## config.mk

```make
export PLATFORM = sky130hd
export DESIGN_NAME = valtrain_detect_ctrl_flat
export DESIGN_NICKNAME = d
export VERILOG_FILES = /design/src/rtl/valtrain_detect_ctrl_if.sv /design/src/rtl/valtrain_detect_ctrl.sv /design/src/flat_wrapper.sv
export SDC_FILE = /design/constraint.sdc
export NUM_CORES = 1
export LEC_CHECK = 0
export BUFFER_PORTS_ARGS = -buffer_cell sky130_fd_sc_hd__buf_2
export CORE_MARGIN = 4
export CORE_UTILIZATION = 34
export CTS_CLUSTER_SIZE = 8
export DETAILED_ROUTE_END_ITERATION = 10
export GPL_TIMING_DRIVEN = 0
export PLACE_DENSITY = 0.55
export SETUP_SLACK_MARGIN = 0.1
export SLEW_MARGIN = 20
export SYNTH_ARGS = -nofsm -noshare
export SYNTH_HDL_FRONTEND = slang
export SYNTH_SLANG_ARGS = --single-unit
```

## constraint.sdc

```tcl
create_clock -name i_clk -period 2.5 [get_ports i_clk]
set_input_delay 0.625 -clock i_clk [delete_from_list [all_inputs] [get_ports i_clk]]
set_output_delay 0.625 -clock i_clk [all_outputs]
set_load 0.02 [all_outputs]
```

## src/rtl/valtrain_detect_ctrl_if.sv

```systemverilog
// VALTRAIN detection controller bus: requester side and pattern-detector side.
// master = requester/detector model, slave = controller.
interface valtrain_detect_ctrl_if;
  logic        i_start;
  logic        i_mode;
  logic [11:0] i_error_threshold;
  logic        i_abort;
  logic        i_det_result;
  logic        o_enable_detector;
  logic        o_enable_cons;
  logic        o_enable_128;
  logic [11:0] o_error_threshold;
  logic        o_busy;
  logic        o_done;
  logic        o_pass;
  logic [1:0]  o_retry_cnt;

  modport master (
    output i_start, i_mode, i_error_threshold,
    output i_abort, i_det_result,
    input  o_enable_detector, o_enable_cons,
    input  o_enable_128, o_error_threshold,
    input  o_busy, o_done, o_pass, o_retry_cnt
  );

  modport slave (
    input  i_start, i_mode, i_error_threshold,
    input  i_abort, i_det_result,
    output o_enable_detector, o_enable_cons,
    output o_enable_128, o_error_threshold,
    output o_busy, o_done, o_pass, o_retry_cnt
  );
endinterface

```

## src/rtl/valtrain_detect_ctrl.sv

```systemverilog
// Sequences one valid-lane VALTRAIN detection run: CLEAR, RUN, SETTLE, REPORT.
// Optional macro VALTRAIN_RETRY_EN: retry failing verdicts up to MAX_RETRY times.
module valtrain_detect_ctrl #(
  parameter int ITER_COUNT    = 128,
  parameter int CONS_TIMEOUT  = 64,
  parameter int SETTLE_CYCLES = 2,
  parameter int MAX_RETRY     = 3
) (
  input  logic                   i_clk,
  input  logic                   i_rst_n,
  valtrain_detect_ctrl_if.slave  bus
);

`ifdef VALTRAIN_RETRY_EN
  localparam bit RetryEn = 1'b1;
`else
  localparam bit RetryEn = 1'b0;
`endif

  localparam int RunMax =
    (ITER_COUNT > CONS_TIMEOUT) ? ITER_COUNT
                                : CONS_TIMEOUT;
  localparam int CntW =
    $clog2(RunMax + SETTLE_CYCLES + 1);

  typedef logic [CntW-1:0] cnt_t;

  localparam cnt_t IterLast =
    cnt_t'(ITER_COUNT - 1);
  localparam cnt_t ConsLast =
    cnt_t'(CONS_TIMEOUT - 1);
  localparam cnt_t IterSetLast =
    cnt_t'(ITER_COUNT + SETTLE_CYCLES - 1);
  localparam cnt_t ConsSetLast =
    cnt_t'(CONS_TIMEOUT + SETTLE_CYCLES - 1);
  localparam logic [1:0] RetryLim =
    2'(MAX_RETRY);

  typedef enum logic [2:0] {
    S_IDLE,
    S_CLEAR,
    S_RUN,
    S_SETTLE,
    S_REPORT
  } state_t;

  state_t      state_q, state_d;
  cnt_t        cnt_q, cnt_d;
  logic        mode_q, mode_d;
  logic [11:0] thr_q, thr_d;
  logic        pass_q, pass_d;
  logic [1:0]  retry_q, retry_d;

  logic run_last;
  logic settle_last;
  logic retry_ok;

  // End-of-window and end-of-settle decode for the latched mode
  always_comb begin
    run_last    = mode_q ? (cnt_q == ConsLast)
                         : (cnt_q == IterLast);
    settle_last = mode_q ? (cnt_q == ConsSetLast)
                         : (cnt_q == IterSetLast);
    retry_ok    = RetryEn && (retry_q < RetryLim);
  end

  // Next-state, counter and latched-run-context logic
  always_comb begin
    state_d = state_q;
    cnt_d   = cnt_q;
    mode_d  = mode_q;
    thr_d   = thr_q;
    pass_d  = pass_q;
    retry_d = retry_q;
    unique case (state_q)
      S_IDLE: begin
        if (bus.i_start) begin
          mode_d  = bus.i_mode;
          thr_d   = bus.i_error_threshold;
          pass_d  = 1'b0;
          retry_d = 2'd0;
          state_d = S_CLEAR;
        end
      end
      S_CLEAR: begin
        cnt_d = '0;
        if (bus.i_abort) begin
          pass_d  = 1'b0;
          state_d = S_REPORT;
        end else begin
          state_d = S_RUN;
        end
      end
      S_RUN: begin
        cnt_d = cnt_q + cnt_t'(1);
        if (bus.i_abort) begin
          pass_d  = 1'b0;
          state_d = S_REPORT;
        end else if (mode_q && bus.i_det_result) begin
          pass_d  = 1'b1;
          state_d = S_REPORT;
        end else if (run_last) begin
          state_d = S_SETTLE;
        end
      end
      S_SETTLE: begin
        cnt_d = cnt_q + cnt_t'(1);
        if (bus.i_abort) begin
          pass_d  = 1'b0;
          state_d = S_REPORT;
        end else if (mode_q && bus.i_det_result) begin
          pass_d  = 1'b1;
          state_d = S_REPORT;
        end else if (settle_last) begin
          if (bus.i_det_result) begin
            pass_d  = 1'b1;
            state_d = S_REPORT;
          end else if (retry_ok) begin
            retry_d = retry_q + 2'd1;
            state_d = S_CLEAR;
          end else begin
            pass_d  = 1'b0;
            state_d = S_REPORT;
          end
        end
      end
      S_REPORT: begin
        state_d = S_IDLE;
      end
      default: begin
        state_d = S_IDLE;
      end
    endcase
  end

  // State and context registers, synchronous active-low reset
  always_ff @(posedge i_clk) begin
    if (!i_rst_n) begin
      state_q <= S_IDLE;
      cnt_q   <= '0;
      mode_q  <= 1'b0;
      thr_q   <= '0;
      pass_q  <= 1'b0;
      retry_q <= 2'd0;
    end else begin
      state_q <= state_d;
      cnt_q   <= cnt_d;
      mode_q  <= mode_d;
      thr_q   <= thr_d;
      pass_q  <= pass_d;
      retry_q <= retry_d;
    end
  end

  logic active;
  assign active = (state_q == S_RUN) ||
                  (state_q == S_SETTLE);

  assign bus.o_enable_detector =
    (state_q == S_CLEAR) || active;
  assign bus.o_enable_128  = active && !mode_q;
  assign bus.o_enable_cons = active && mode_q;
  assign bus.o_error_threshold = thr_q;
  assign bus.o_busy = (state_q != S_IDLE);
  assign bus.o_done = (state_q == S_REPORT);
  assign bus.o_pass = pass_q;
  assign bus.o_retry_cnt =
    RetryEn ? retry_q : 2'd0;

endmodule

```

## src/flat_wrapper.sv

```systemverilog
// flat-port wrapper written by rule: the top's interface ports become plain ports
module valtrain_detect_ctrl_flat 
#(
  parameter int ITER_COUNT    = 128,
  parameter int CONS_TIMEOUT  = 64,
  parameter int SETTLE_CYCLES = 2,
  parameter int MAX_RETRY     = 3
)
  (i_clk, i_rst_n, bus_i_start, bus_i_mode, bus_i_error_threshold, bus_i_abort, bus_i_det_result, bus_o_enable_detector, bus_o_enable_cons, bus_o_enable_128, bus_o_error_threshold, bus_o_busy, bus_o_done, bus_o_pass, bus_o_retry_cnt);
  valtrain_detect_ctrl_if bus_i ();
  input  logic i_clk;
  input  logic i_rst_n;
  input wire logic [$bits(bus_i.i_start)-1:0] bus_i_start;
  input wire logic [$bits(bus_i.i_mode)-1:0] bus_i_mode;
  input wire logic [$bits(bus_i.i_error_threshold)-1:0] bus_i_error_threshold;
  input wire logic [$bits(bus_i.i_abort)-1:0] bus_i_abort;
  input wire logic [$bits(bus_i.i_det_result)-1:0] bus_i_det_result;
  output wire logic [$bits(bus_i.o_enable_detector)-1:0] bus_o_enable_detector;
  output wire logic [$bits(bus_i.o_enable_cons)-1:0] bus_o_enable_cons;
  output wire logic [$bits(bus_i.o_enable_128)-1:0] bus_o_enable_128;
  output wire logic [$bits(bus_i.o_error_threshold)-1:0] bus_o_error_threshold;
  output wire logic [$bits(bus_i.o_busy)-1:0] bus_o_busy;
  output wire logic [$bits(bus_i.o_done)-1:0] bus_o_done;
  output wire logic [$bits(bus_i.o_pass)-1:0] bus_o_pass;
  output wire logic [$bits(bus_i.o_retry_cnt)-1:0] bus_o_retry_cnt;
  assign bus_i.i_start = bus_i_start;
  assign bus_i.i_mode = bus_i_mode;
  assign bus_i.i_error_threshold = bus_i_error_threshold;
  assign bus_i.i_abort = bus_i_abort;
  assign bus_i.i_det_result = bus_i_det_result;
  assign bus_o_enable_detector = bus_i.o_enable_detector;
  assign bus_o_enable_cons = bus_i.o_enable_cons;
  assign bus_o_enable_128 = bus_i.o_enable_128;
  assign bus_o_error_threshold = bus_i.o_error_threshold;
  assign bus_o_busy = bus_i.o_busy;
  assign bus_o_done = bus_i.o_done;
  assign bus_o_pass = bus_i.o_pass;
  assign bus_o_retry_cnt = bus_i.o_retry_cnt;
  valtrain_detect_ctrl #(.ITER_COUNT(ITER_COUNT), .CONS_TIMEOUT(CONS_TIMEOUT), .SETTLE_CYCLES(SETTLE_CYCLES), .MAX_RETRY(MAX_RETRY)) u_core (.i_clk(i_clk), .i_rst_n(i_rst_n), .bus(bus_i));
endmodule
```

==> metrics.yaml, run 1 <==
yosys:
  synth_enable_flop_cells: 0
  syn_area_mm2: 0.001344
  postSynthCellCount: 163
  synth-warning-count: 0
  syn_avg_cell_area_um2: 8.244
  netlist_top_cells_area: "sky130_fd_sc_hd__dfxtp_1 (37%), sky130_fd_sc_hd__nand2_1 (8.7%), sky130_fd_sc_hd__a21boi_0 (5.6%)"
  synthFlopType: "sky130_fd_sc_hd__dfxtp_1"
  yosys.cell_types.count: 45
  synth_top_cell_area_share_pct: 37.24
  synth_sequential_area_ratio_pct: 37.24
  synth_area_leader_cell: "sky130_fd_sc_hd__dfxtp_1"
  ys_seq_elements: 25
  postSynth.asyncResetShare_pct: 0
clock_network:
  clk_root_buffer_cell: "sky130_fd_sc_hd__clkbuf_8"
  hold_buffers: 0
  tritoncts: "yes"
  cts.htree.levels: 1
  ctsResizeCount: 0
  cts_max_path_bufs: 2
  numCtsBuffers: 3
  post-cts-setup-buffer-count: 0
  path_clk_slew_ns: 0.10
  insertion_delay_ns: 0.28
  clock_sinks: 25
hold_path:
  timing.hold.worst.class: "flip-flop to flip-flop"
  hold-path-endpoint: "u_core.bus.o_error_threshold[5]$_SDFFE_PN0P_"
  worst_hold_path.num_cells: 2
  hold_start: "u_core.bus.o_error_threshold[5]$_SDFFE_PN0P_"
power_and_ir_drop:
  intPower_mw: 0.6280
  leakage_dissipation_nw: 0.7150
  power.share.combinational_pct: 25.0
  vdd_ir_drop_max_mv: 0.2078
  sw_ratio_pct: 32.47
  cellPowerDensity_mw_per_mm2: 571.4
  sequential_power_share_pct: 46.8
  power_frac_clock_pct: 28.3
  power.net_switching_mw: 0.3020
grt:
  first_global_vias: 1150
  grt_pass1_wl_um: 5223
  grtUsageTotal_pct: 12.82
  initial_antenna_violation_count: 0
  global_route_total_overflow: 0
  largest_net_degree_at_the_start_of_global_routing: 17
setup_path:
  criticalPathCategory: "flip-flop to primary output"
  critical_path_buf_inv_count: 3
  timing.critical_path.to_type: "primary output"
  reg2reg_slack_ns: 0.90
  critical_path_required_ns: 1.88
  r2r.worst_path.cells: 6
  critical_path_maximum_fanout: 10
  startpoint_type: "flip-flop"
  timing.critical_path.arrival_ns: 1.48
  timing.rr.start: "u_core.cnt_q[0]$_SDFFE_PN0P_"
  crit_path_cell_trace: "buf_6 > inv_2 > nor2_1 > and2_1 > buf_2"
  worst_reg2reg_path_endpoint: "u_core.state_q[2]$_SDFFE_PN0P_"
  critical_path.max_stage_delay_ns: 0.37
  gate_family_responsible_for_the_most_delay_along_the_worst_path: "simple AND/OR/NAND/NOR gates"
  critical-path-slowest-cell: "sky130_fd_sc_hd__dfxtp_1"
drt:
  routedWlPerCell_um: 12.42
  viasPerCell: 4.944
  finalWirelength_um: 3104
  drt_iter0_markers: 57
  drt_first_pass_iters: 4
  route.antenna.remaining_nets: 0
  vias: 1236
  remaining_drc_errors: 0
sta:
  finalSetupViolCount: 0
  final.period_utilization_pct: 84.15
  finalMaxSlewViolations: 0
  totalNegativeSetupSlack_ns: 0
  rsz0062_at_grt: "false"
  skew_ns: 0.005128
  finalWorstPathRequiredPeriod_ns: 2.104
  timing_hold_violations_final: 0
  fmax_achieved_ghz: 0.4753
die:
  dieArea_mm2: 0.005022
  height_of_the_die_um: 70.87
  die_width_um: 70.87
  core-area_mm2: 0.003744
  rows: 22
  io-pin-count: 38
  start_util_pct: 35.90
outcome:
  status: "completed"
placement:
  gpl.final_weighted_congestion: 0.7777
  dp_cells: 246
  place.port_buffers: 34
  hpwlAfterDp_um: 2417
cells_and_area:
  layout-drive-gt1-share_pct: 29.21
  mostFrequentLayoutCells: "sky130_fd_sc_hd__buf_2 (36), sky130_fd_sc_hd__nand2_1 (31), sky130_fd_sc_hd__dfxtp_1 (25), sky130_fd_sc_hd__nor2_1 (13), sky130_fd_sc_hd__a21boi_0 (10)"
  flow.area_growth_from_synthesis_pct: 21.14
  n_antenna_cell: 0
  final_common_cell: "sky130_fd_sc_hd__buf_2"
  finish.net_count: 223
  final_cells: 250
flow_run:
  maxCapViolCount: 0
## per-stage QoR
step	utilization [%]	setup WS, ns	power, mW	cell area, µm²	hold slack (ns)
4_1_cts	43.48	0.3842	0.9428	1628	0.4659
3_3_place_gp	42.15	0.7143	0.6732	1578	0.4429
3_5_place_dp	42.15	0.7159	0.6788	1578	0.4513
6_report	43.48	0.3962	0.9301	1628	0.4639
5_1_grt	43.48	0.3214	0.9859	1628	0.4845
2_1_floorplan	-	0.8883	0.6056	1348	0.5127
## worst min-delay path, stage by stage, from the launching register on
cell,delay [ns]
sky130_fd_sc_hd__dfxtp_1,0.32
sky130_fd_sc_hd__nand2_1,0.05
sky130_fd_sc_hd__a21boi_1,0.05
## cell usage after synthesis (2+ instances only)
| library cell | number |
|---|---|
| sky130_fd_sc_hd__nand4_1 | 3 |
| sky130_fd_sc_hd__a21oi_1 | 5 |
| sky130_fd_sc_hd__nand2_1 | 31 |
| sky130_fd_sc_hd__o21ai_0 | 4 |
| sky130_fd_sc_hd__clkbuf_1 | 3 |
| sky130_fd_sc_hd__dfxtp_1 | 25 |
| sky130_fd_sc_hd__buf_4 | 4 |
| sky130_fd_sc_hd__buf_6 | 2 |
| sky130_fd_sc_hd__ha_1 | 2 |
| sky130_fd_sc_hd__nand3_1 | 5 |
| sky130_fd_sc_hd__and2_1 | 4 |
| sky130_fd_sc_hd__mux2i_1 | 5 |
| sky130_fd_sc_hd__nor3_2 | 2 |
| sky130_fd_sc_hd__nor2b_1 | 5 |
| sky130_fd_sc_hd__a21boi_0 | 10 |
| sky130_fd_sc_hd__inv_1 | 3 |
| sky130_fd_sc_hd__clkbuf_8 | 2 |
| sky130_fd_sc_hd__buf_2 | 2 |
| sky130_fd_sc_hd__o211ai_1 | 2 |
| sky130_fd_sc_hd__nor2_1 | 13 |
| sky130_fd_sc_hd__nor3_1 | 4 |
| sky130_fd_sc_hd__a21boi_1 | 4 |
## cells by family after synthesis
kind of cell    Yosys count  share of synthesized area (%)
buf+inv                  17                          8.659
other cells               1                         0.2791
fa+ha+maj                 2                          1.862
xor+xnor                  1                         0.6519
mux                       5                          3.725
simple gates             81                          31.57
flops                    25                          37.24
compound gates           31                          16.02
## sequential cells by signal, summed over array words and instances, names as in the netlist
signal,cells
u_core.state_q,3
u_core.mode_q,1
u_core.cnt_q,8
u_core.bus.o_error_threshold,12
u_core.bus.o_pass,1
## routing by layer
| metal | up-vias | wire length [µm] | global-route usage [%] |
|---|---|---|---|
| met1 | 576 | 1368 | 15.21 |
| met4 | 0 | 85 | 7.098 |
| met2 | 28 | 1519 | 21.52 |
| met3 | 7 | 130 | 2.557 |
| li1 | 625 | - | - |
| met5 | - | 0 | 0 |
## power by group through the flow
stage | Combinational, mW | Sequential (mW) | Clock [mW]
floorplan | 0.141 | 0.465 | 0
global placement | 0.230 | 0.443 | 0
detailed placement | 0.235 | 0.444 | 0
CTS | 0.235 | 0.435 | 0.272
global route | 0.258 | 0.438 | 0.289
finish | 0.232 | 0.435 | 0.263
## worst max-delay path by stage
stage                            endpoint                      startpoint  depth (start not counted)  slack [ns]
CTS                     bus_o_enable_cons  u_core.state_q[1]$_SDFFE_PN0P_                          5        0.38
global route        bus_o_enable_detector  u_core.state_q[0]$_SDFFE_PN0P_                          6        0.32
detailed placement      bus_o_enable_cons  u_core.state_q[1]$_SDFFE_PN0P_                          5        0.72
finish                  bus_o_enable_cons  u_core.state_q[1]$_SDFFE_PN0P_                          5        0.40
floorplan           bus_o_enable_detector  u_core.state_q[0]$_SDFFE_PN0P_                          5        0.89
global placement        bus_o_enable_cons  u_core.state_q[1]$_SDFFE_PN0P_                          5        0.71
## final cells by class
cell class / instances / area [µm²]
clock buffers: 3 / 41.29
inverters: 4 / 15.01
multi-input cells: 122 / 730.7
clock inverters: 1 / 8.758
fillers: 410 / 2116
repair buffers: 34 / 170.2
flip-flops and latches: 25 / 500.5
well taps: 48 / 60.06
plain buffers: 13 / 101.3
Power figures use the tool's default switching activity.
==> run 2, diff against run 1 <==
--- a/config.mk
+++ b/config.mk
@@ -5,13 +5,14 @@
 export SDC_FILE = /design/constraint.sdc
 export NUM_CORES = 1
 export LEC_CHECK = 0
+export ABC_AREA = 1
 export BUFFER_PORTS_ARGS = -buffer_cell sky130_fd_sc_hd__buf_2
 export CORE_MARGIN = 4
 export CORE_UTILIZATION = 34
 export CTS_CLUSTER_SIZE = 8
 export DETAILED_ROUTE_END_ITERATION = 10
 export GPL_TIMING_DRIVEN = 0
-export PLACE_DENSITY = 0.55
+export PLACE_DENSITY = 0.58
 export SETUP_SLACK_MARGIN = 0.1
 export SLEW_MARGIN = 20
 export SYNTH_ARGS = -nofsm -noshare
==> constraint.sdc (replaced) <==
create_clock -name i_clk -period 1.7 [get_ports i_clk]
set_input_delay 0.425 -clock i_clk [delete_from_list [all_inputs] [get_ports i_clk]]
set_output_delay 0.425 -clock i_clk [all_outputs]
set_load 0.02 [all_outputs]
==> run 2 against run 1 <==
- via count increased by 3.6%
- sequential share of layout area about the same
- clock skew is 0.0010 ns higher
- flip-flop and latch count unchanged
- wire length grew 3.3%
- combinational power up 100%
- hold slack got worse by 0.10 ns
- global-route usage up 1.4 points
- register-to-register slack worse by 0.56 ns
==> metrics.yaml, run 2 <==
outcome:
  status: "completed"  # unchanged
setup_path:
  critical_path.max_stage_delay_ns: 0.40  # was 0.37 ns
  timing.critical_path.to_type: "primary output"  # unchanged
  critical_path_required_ns: 1.27  # was 1.88 ns
  critical-path-slowest-cell: "sky130_fd_sc_hd__dfxtp_4"  # was sky130_fd_sc_hd__dfxtp_1
  critical_path_maximum_fanout: 5  # was 10
  timing.critical_path.arrival_ns: 1.24  # was 1.48 ns
  startpoint_type: "flip-flop"  # unchanged
  criticalPathCategory: "flip-flop to primary output"  # unchanged
  crit_path_cell_trace: "nor2_2 > inv_1 > nand2_4 > inv_2 > buf_2"  # was buf_6 > inv_2 > nor2_1 > and2_1 > buf_2
  r2r.worst_path.cells: 8  # was 6
flow_run:
  maxCapViolCount: 0  # unchanged
die:
  io-pin-count: 38  # unchanged
  start_util_pct: 36.26  # was 35.90%
  die_width_um: 68.36  # was 70.87 µm
  dieArea_mm2: 0.004673  # was 0.005022 mm²
  rows: 21  # was 22
  height_of_the_die_um: 68.36  # was 70.87 µm
  core-area_mm2: 0.003416  # was 0.003744 mm²
cells_and_area:
  final_cells: 279  # was 250
  postLayoutCellArea_mm2: 0.001655  # was 0.001628 mm²
  largest_register_ffs: 12  # unchanged
  postLayoutCoreUtil_pct: 48.46  # was 43.48%
  n_antenna_cell: 0  # unchanged
  flow.area_growth_from_synthesis_pct: 33.64  # was 21.14%
  final_common_cell: "sky130_fd_sc_hd__nand2_1"  # was sky130_fd_sc_hd__buf_2
  finish.net_count: 254  # was 223
  layout-drive-gt1-share_pct: 30.04  # was 29.21%
  mostFrequentLayoutCells: "sky130_fd_sc_hd__nand2_1 (36), sky130_fd_sc_hd__buf_2 (31), sky130_fd_sc_hd__nor2_1 (24)"  # was sky130_fd_sc_hd__buf_2 (36), sky130_fd_sc_hd__nand2_1 (31), sky130_fd_sc_hd__dfxtp_1 (25), sky130_fd_sc_hd__nor2_1 (13), sky130_fd_sc_hd__a21boi_0 (10)
placement:
  pre_cts_slack_ns: 0.07450  # was 0.7159 ns
  gpl.final_weighted_congestion: 0.8449  # was 0.7777
  hpwlAfterDp_um: 2346  # was 2417 µm
  place.port_buffers: 35  # was 34
  postPlaceCellArea_mm2: 0.001475  # was 0.001578 mm²
  dp_cells: 265  # was 246
power_and_ir_drop:
  vdd_ir_drop_max_mv: 0.4751  # was 0.2078 mV
  power_frac_clock_pct: 18.6  # was 28.3%
  sw_ratio_pct: 34.73  # was 32.47%
  leakage_dissipation_nw: 0.7556  # was 0.7150 nW
  cellPowerDensity_mw_per_mm2: 843.6  # was 571.4 mW/mm²
  sequential_power_share_pct: 47.8  # was 46.8%
  intPower_mw: 0.9115  # was 0.6280 mW
  power.share.combinational_pct: 33.6  # was 25.0%
  power.net_switching_mw: 0.4850  # was 0.3020 mW
yosys:
  synth_sequential_area_ratio_pct: 40.40  # was 37.24%
  synth.top_cells.by_count: "sky130_fd_sc_hd__nand2_1 (37), sky130_fd_sc_hd__nor2_1 (27), sky130_fd_sc_hd__dfxtp_1 (25)"  # was sky130_fd_sc_hd__nand2_1 (31), sky130_fd_sc_hd__dfxtp_1 (25), sky130_fd_sc_hd__nor2_1 (13)
  yosys.cell_count.top_type: "sky130_fd_sc_hd__nand2_1"  # unchanged
  synth_enable_flop_cells: 0  # unchanged
  ys_seq_elements: 25  # unchanged
  synth-warning-count: 0  # unchanged
  postSynth.asyncResetShare_pct: 0  # unchanged
  synth_area_leader_cell: "sky130_fd_sc_hd__dfxtp_1"  # unchanged
  syn_area_mm2: 0.001239  # was 0.001344 mm²
  netlist_top_cells_area: "sky130_fd_sc_hd__dfxtp_1 (40%), sky130_fd_sc_hd__nand2_1 (11%), sky130_fd_sc_hd__a21oi_1 (8.9%)"  # was sky130_fd_sc_hd__dfxtp_1 (37%), sky130_fd_sc_hd__nand2_1 (8.7%), sky130_fd_sc_hd__a21boi_0 (5.6%)
  postSynthCellCount: 183  # was 163
  synth_top_cell_area_share_pct: 40.40  # was 37.24%
  synthFlopType: "sky130_fd_sc_hd__dfxtp_1"  # unchanged
  syn_avg_cell_area_um2: 6.769  # was 8.244 µm²
  yosys.cell_types.count: 24  # was 45
grt:
  global_route_total_overflow: 0  # unchanged
  grtUsageTotal_pct: 14.24  # was 12.82%
  initial_antenna_violation_count: 0  # unchanged
  grt_pass1_wl_um: 5057  # was 5223 µm
  first_global_vias: 1129  # was 1150
  largest_net_degree_at_the_start_of_global_routing: 14  # was 17
drt:
  vias: 1281  # was 1236
  route.antenna.remaining_nets: 0  # unchanged
  finalWirelength_um: 3205  # was 3104 µm
  drt_first_pass_iters: 4  # unchanged
  routedWlPerCell_um: 11.49  # was 12.42 µm
  remaining_drc_errors: 0  # unchanged
  viasPerCell: 4.591  # was 4.944
  drt_iter0_markers: 31  # was 57
sta:
  rsz0062_at_grt: "true"  # was false
  timing_worst_slew_pin_value_ns: 0.5236
  skew_ns: 0.006156  # was 0.005128 ns
  layout_setup_ws_ns: 0.03712  # was 0.3962 ns
  timing.slew.headroom_pct: 65.10
  finalMaxSlewViolations: 0  # unchanged
  finalSetupViolCount: 0  # unchanged
  finalWorstPathRequiredPeriod_ns: 1.663
  fmax_achieved_ghz: 0.6014
  timing_hold_violations_final: 0  # unchanged
  final.period_utilization_pct: 97.82
  timing.hold.ws_ns: 0.3611  # was 0.4639 ns
clock_network:
  path_clk_slew_ns: 0.13  # was 0.10 ns
  numCtsBuffers: 3  # unchanged
  tritoncts: "yes"  # unchanged
  cts_max_path_bufs: 2  # unchanged
  cts.htree.levels: 1  # unchanged
  insertion_delay_ns: 0.31  # was 0.28 ns
  clk_root_buffer_cell: "sky130_fd_sc_hd__clkbuf_4"  # was sky130_fd_sc_hd__clkbuf_8
  clock_sinks: 25  # unchanged
hold_path:
  timing.hold.worst.class: "input port to flip-flop"  # was flip-flop to flip-flop
  worst_hold_path.num_cells: 3  # was 2
-- run 2: cell count changes after synthesis, moves of 4 or more --
cell	delta
sky130_fd_sc_hd__and2_1	-4
sky130_fd_sc_hd__inv_1	+13
sky130_fd_sc_hd__a21oi_1	+17
sky130_fd_sc_hd__a21boi_0	-10
sky130_fd_sc_hd__mux2i_1	-5
sky130_fd_sc_hd__nand2_1	+6
sky130_fd_sc_hd__nand3_1	+17
sky130_fd_sc_hd__nor2b_1	-5
sky130_fd_sc_hd__a21boi_1	-4
sky130_fd_sc_hd__nor2_1	+14
sky130_fd_sc_hd__nand2_2	+4
-- run 2: cells by family (layout without fill, tap and decap cells) --
group	after synthesis	count (layout)	synth area share [%]
fa+ha+maj	2	2	2.020
simple gates	95	95	33.13
buf+inv	27	76	9.697
other cells	1	2	0.3027
flops	25	25	40.40
compound gates	33	33	14.44
-- run 2: final timing paths --
path / from / endpoint / slack [ns]
max: u_core.state_q[1]$_SDFFE_PN0P_ / bus_o_enable_detector / 0.04
min: bus_i_error_threshold[2] / u_core.bus.o_error_threshold[2]$_SDFFE_PN0P_ / 0.36
max reg2reg: u_core.cnt_q[0]$_SDFFE_PN0P_ / u_core.state_q[1]$_SDFFE_PN0P_ / 0.34
min reg2reg: u_core.bus.o_error_threshold[5]$_SDFFE_PN0P_ / u_core.bus.o_error_threshold[5]$_SDFFE_PN0P_ / 0.47
-- run 2: metrics by stage --
| stage | total power [mW] | setup TNS (ns) |
|---|---|---|
| 6_report | 1.396 | 0 |
| 5_1_grt | 1.480 | -0.1378 |
| 4_1_cts | 1.383 | -0.06507 |
| 3_5_place_dp | 1.069 | 0 |
| 3_3_place_gp | 1.069 | 0 |
| 2_1_floorplan | 0.9450 | 0 |
-- run 2: power by group through the flow --
stage / sequential, mW / clock, mW / combinational, mW
finish: 0.667 / 0.260 / 0.470
global route: 0.673 / 0.293 / 0.514
CTS: 0.665 / 0.278 / 0.440
detailed placement: 0.675 / 0 / 0.395
global placement: 0.676 / 0 / 0.393
floorplan: 0.709 / 0 / 0.236
-- run 2: final cells by class --
| type | instances | area (µm²) |
|---|---|---|
| repair buffers | 45 | 267.8 |
| fillers | 369 | 1760 |
| plain buffers | 7 | 45.04 |
| inverters | 20 | 85.08 |
| flip-flops and latches | 25 | 509.2 |
| clock buffers | 4 | 26.28 |
| multi-input cells | 132 | 664.4 |
| well taps | 46 | 57.56 |
-- run 2: layer usage --
layer	global-route usage, %	up-vias	part of all wire, %
met5	0	-	0
met4	4.467	0	0.53
met3	3.284	2	4.2
met2	24.07	23	49
met1	17.79	569	46
li1	-	687	-
-- run 2: worst max-delay path, delay by kind of cell, from the launching register on --
family / cells / cell delay [ns]
and+or+nand+nor: 2 / 0.22
buffers and inverters: 3 / 0.30
DFF: 1 / 0.40
-- run 2: timing repair --
| item | 4_1_cts | 5_1_grt |
|---|---|---|
| hold buffers | 0 | 0 |
| setup buffers | 6 | 4 |
| setup endpoints to repair | 4 | 5 |
| gates resized for setup | 20 | 6 |
| pin swaps | 3 | 3 |
| hold endpoints to repair | 0 | 0 |
==> run 3, diff against run 2 <==
--- a/config.mk
+++ b/config.mk
@@ -8,11 +8,12 @@
 export ABC_AREA = 1
 export BUFFER_PORTS_ARGS = -buffer_cell sky130_fd_sc_hd__buf_2
 export CORE_MARGIN = 4
-export CORE_UTILIZATION = 34
+export CORE_UTILIZATION = 35
 export CTS_CLUSTER_SIZE = 8
 export DETAILED_ROUTE_END_ITERATION = 10
 export GPL_TIMING_DRIVEN = 0
-export PLACE_DENSITY = 0.58
+export PLACE_DENSITY = 0.59
+export REMOVE_ABC_BUFFERS = 1
 export SETUP_SLACK_MARGIN = 0.1
 export SLEW_MARGIN = 20
 export SYNTH_ARGS = -nofsm -noshare
==> run 3 against run 2 <==
- register-to-register slack worse by 0.07 ns
- utilization up 0.23 points
- die area down 2.5%
- count of clock-buffer cells in the layout down 1
- largest cell class unchanged
- global-route usage down 0.61 points
- design area down 0.30%
- critical path depth up 2
- final cell count down 2.2%
==> metrics.yaml, run 3 (same netlist as run 2, synthesis figures left out) <==
drt:
  routedWlPerCell_um: 11.16  # was 11.49 µm
  vias: 1275  # was 1281
  viasPerCell: 4.670  # was 4.591
  finalWirelength_um: 3047  # was 3205 µm
  route.antenna.remaining_nets: 0  # unchanged
  remaining_drc_errors: 0  # unchanged
  drt_iter0_markers: 80  # was 31
  drt_first_pass_iters: 4  # unchanged
cells_and_area:
  mostFrequentLayoutCells: "sky130_fd_sc_hd__nand2_1 (36), sky130_fd_sc_hd__buf_2 (30), sky130_fd_sc_hd__nor2_1 (24)"  # was sky130_fd_sc_hd__nand2_1 (36), sky130_fd_sc_hd__buf_2 (31), sky130_fd_sc_hd__nor2_1 (24)
  flow.area_growth_from_synthesis_pct: 33.23  # was 33.64%
  postLayoutCellArea_mm2: 0.001650  # was 0.001655 mm²
  finish.net_count: 248  # was 254
  n_antenna_cell: 0  # unchanged
  multi_input_comb_area_um2: 674.4  # was 664.4 µm²
  sequential_cell_area_um2: 511.7  # was 509.2 µm²
  layout-drive-gt1-share_pct: 30.40  # was 30.04%
  fillerInstances: 343  # was 369
  largest_register_ffs: 12  # unchanged
  final_common_cell: "sky130_fd_sc_hd__nand2_1"  # unchanged
outcome:
  status: "completed"  # unchanged
placement:
  pre_cts_slack_ns: 0.1119  # was 0.07450 ns
  gpl.final_weighted_congestion: 0.8209  # was 0.8449
  hpwlAfterDp_um: 2132  # was 2346 µm
  postPlaceCellArea_mm2: 0.001430  # was 0.001475 mm²
  place.port_buffers: 35  # unchanged
die:
  rows: 21  # unchanged
  start_util_pct: 36.54  # was 36.26%
  dieArea_mm2: 0.004555  # was 0.004673 mm²
  height_of_the_die_um: 67.49  # was 68.36 µm
  io-pin-count: 38  # unchanged
  core-area_mm2: 0.003390  # was 0.003416 mm²
  die_width_um: 67.49  # was 68.36 µm
hold_path:
  timing.hold.worst.class: "input port to flip-flop"  # unchanged
sta:
  fmax_achieved_ghz: 0.6008  # was 0.6014 GHz
  finalSetupViolCount: 0  # unchanged
  finalMaxSlewViolations: 0  # unchanged
  skew_ns: 0.002728  # was 0.006156 ns
  final.period_utilization_pct: 97.91  # was 97.82%
  finalWorstPathRequiredPeriod_ns: 1.664  # was 1.663 ns
  timing_worst_slew_pin_value_ns: 0.7016  # was 0.5236 ns
  rsz0062_at_grt: "true"  # unchanged
  timing.hold.ws_ns: 0.3662  # was 0.3611 ns
  layout_setup_ws_ns: 0.03558  # was 0.03712 ns
  timing_hold_violations_final: 0  # unchanged
  timing.slew.headroom_pct: 53.17  # was 65.10%
power_and_ir_drop:
  leakage_dissipation_nw: 0.7462  # was 0.7556 nW
  cellPowerDensity_mw_per_mm2: 851.5  # was 843.6 mW/mm²
  vdd_ir_drop_max_mv: 0.4742  # was 0.4751 mV
clock_network:
  cts.htree.levels: 1  # unchanged
  path_clk_slew_ns: 0.13  # about the same
  tritoncts: "yes"  # unchanged
  numCtsBuffers: 3  # unchanged
  clock_sinks: 25  # unchanged
  clk_root_buffer_cell: "sky130_fd_sc_hd__clkbuf_4"  # unchanged
  insertion_delay_ns: 0.31  # about the same
  hold_buffers: 0  # unchanged
  cts_max_path_bufs: 2  # unchanged
setup_path:
  startpoint_type: "flip-flop"  # unchanged
  timing.critical_path.to_type: "primary output"  # unchanged
  critical_path_maximum_fanout: 3  # was 5
  criticalPathCategory: "flip-flop to primary output"  # unchanged
  timing.critical_path.arrival_ns: 1.24  # about the same
  critical_path_required_ns: 1.27  # about the same
grt:
  global_route_total_overflow: 0  # unchanged
  grtUsageTotal_pct: 13.63  # was 14.24%
  global_route.usage.met1_pct: 18.90  # was 17.79%
  global_route.usage.met3_pct: 2.496  # was 3.284%
  largest_net_degree_at_the_start_of_global_routing: 22  # was 14
  first_global_vias: 1077  # was 1129
  met2_global_route_usage_pct: 21.87  # was 24.07%
  top_usage_layer: "met2"  # unchanged
  initial_antenna_violation_count: 0  # unchanged
  grt_pass1_wl_um: 4850  # was 5057 µm
flow_run:
  maxCapViolCount: 0  # unchanged
## run 3: stage by stage
stage | std cells | power [mW] | TNS (ns) | utilization [%]
after floorplan | 177 | 0.9198 | 0 | -
after global placement | 258 | 1.043 | 0 | 42.19
after detailed placement | 258 | 1.042 | 0 | 42.19
after CTS | 266 | 1.362 | -0.09926 | 45.74
after global routing | 273 | 1.495 | -0.06682 | 48.69
final | 273 | 1.405 | 0 | 48.69
## run 3: final cells by class
type | count | area share (%)
well taps | 46 | 3.487
inverters | 20 | 5.459
clock inverters | 1 | 0.3033
repair buffers | 46 | 17.51
flip-flops and latches | 25 | 31.01
clock buffers | 3 | 1.365
multi-input cells | 132 | 40.86
## run 3: per-layer routing
layer | vias up | routed length (µm)
met1 | 568 | 1421
met4 | 0 | 17
met2 | 26 | 1479
met3 | 2 | 128
met5 | - | 0
li1 | 679 | -
## run 3: worst paths after layout
kind	slack (ns)	cells after the start	from	endpoint
max	0.04	7	u_core.state_q[0]$_SDFFE_PN0P_	bus_o_enable_cons
max reg2reg	0.27	7	u_core.state_q[1]$_SDFFE_PN0P_	u_core.mode_q$_SDFFE_PN0P_
min reg2reg	0.47	2	u_core.bus.o_error_threshold[0]$_SDFFE_PN0P_	u_core.bus.o_error_threshold[0]$_SDFFE_PN0P_
min	0.37	3	bus_i_error_threshold[2]	u_core.bus.o_error_threshold[2]$_SDFFE_PN0P_
## run 3: what timing repair did
action,4_1_cts,5_1_grt
endpoints found under the setup margin,4,5
setup buffers,4,7
gates resized for setup,21,15
pin swaps,3,5
endpoints found under the hold margin,0,0
## run 3: where the power goes
group | total [mW] | switching [mW] | internal [mW]
combinational | 0.474 | 0.285 | 0.189
clock | 0.261 | 0.173 | 0.0879
sequential | 0.670 | 0.0385 | 0.632
## run 3: worst max-delay path, cell delays in order, from the launching register on
cell	delay, ns
sky130_fd_sc_hd__dfxtp_4	0.40
sky130_fd_sc_hd__inv_4	0.05
sky130_fd_sc_hd__nor2_4	0.09
sky130_fd_sc_hd__nand2_2	0.07
sky130_fd_sc_hd__nand2_4	0.09
sky130_fd_sc_hd__inv_6	0.05
sky130_fd_sc_hd__nor2_4	0.07
sky130_fd_sc_hd__buf_6	0.12
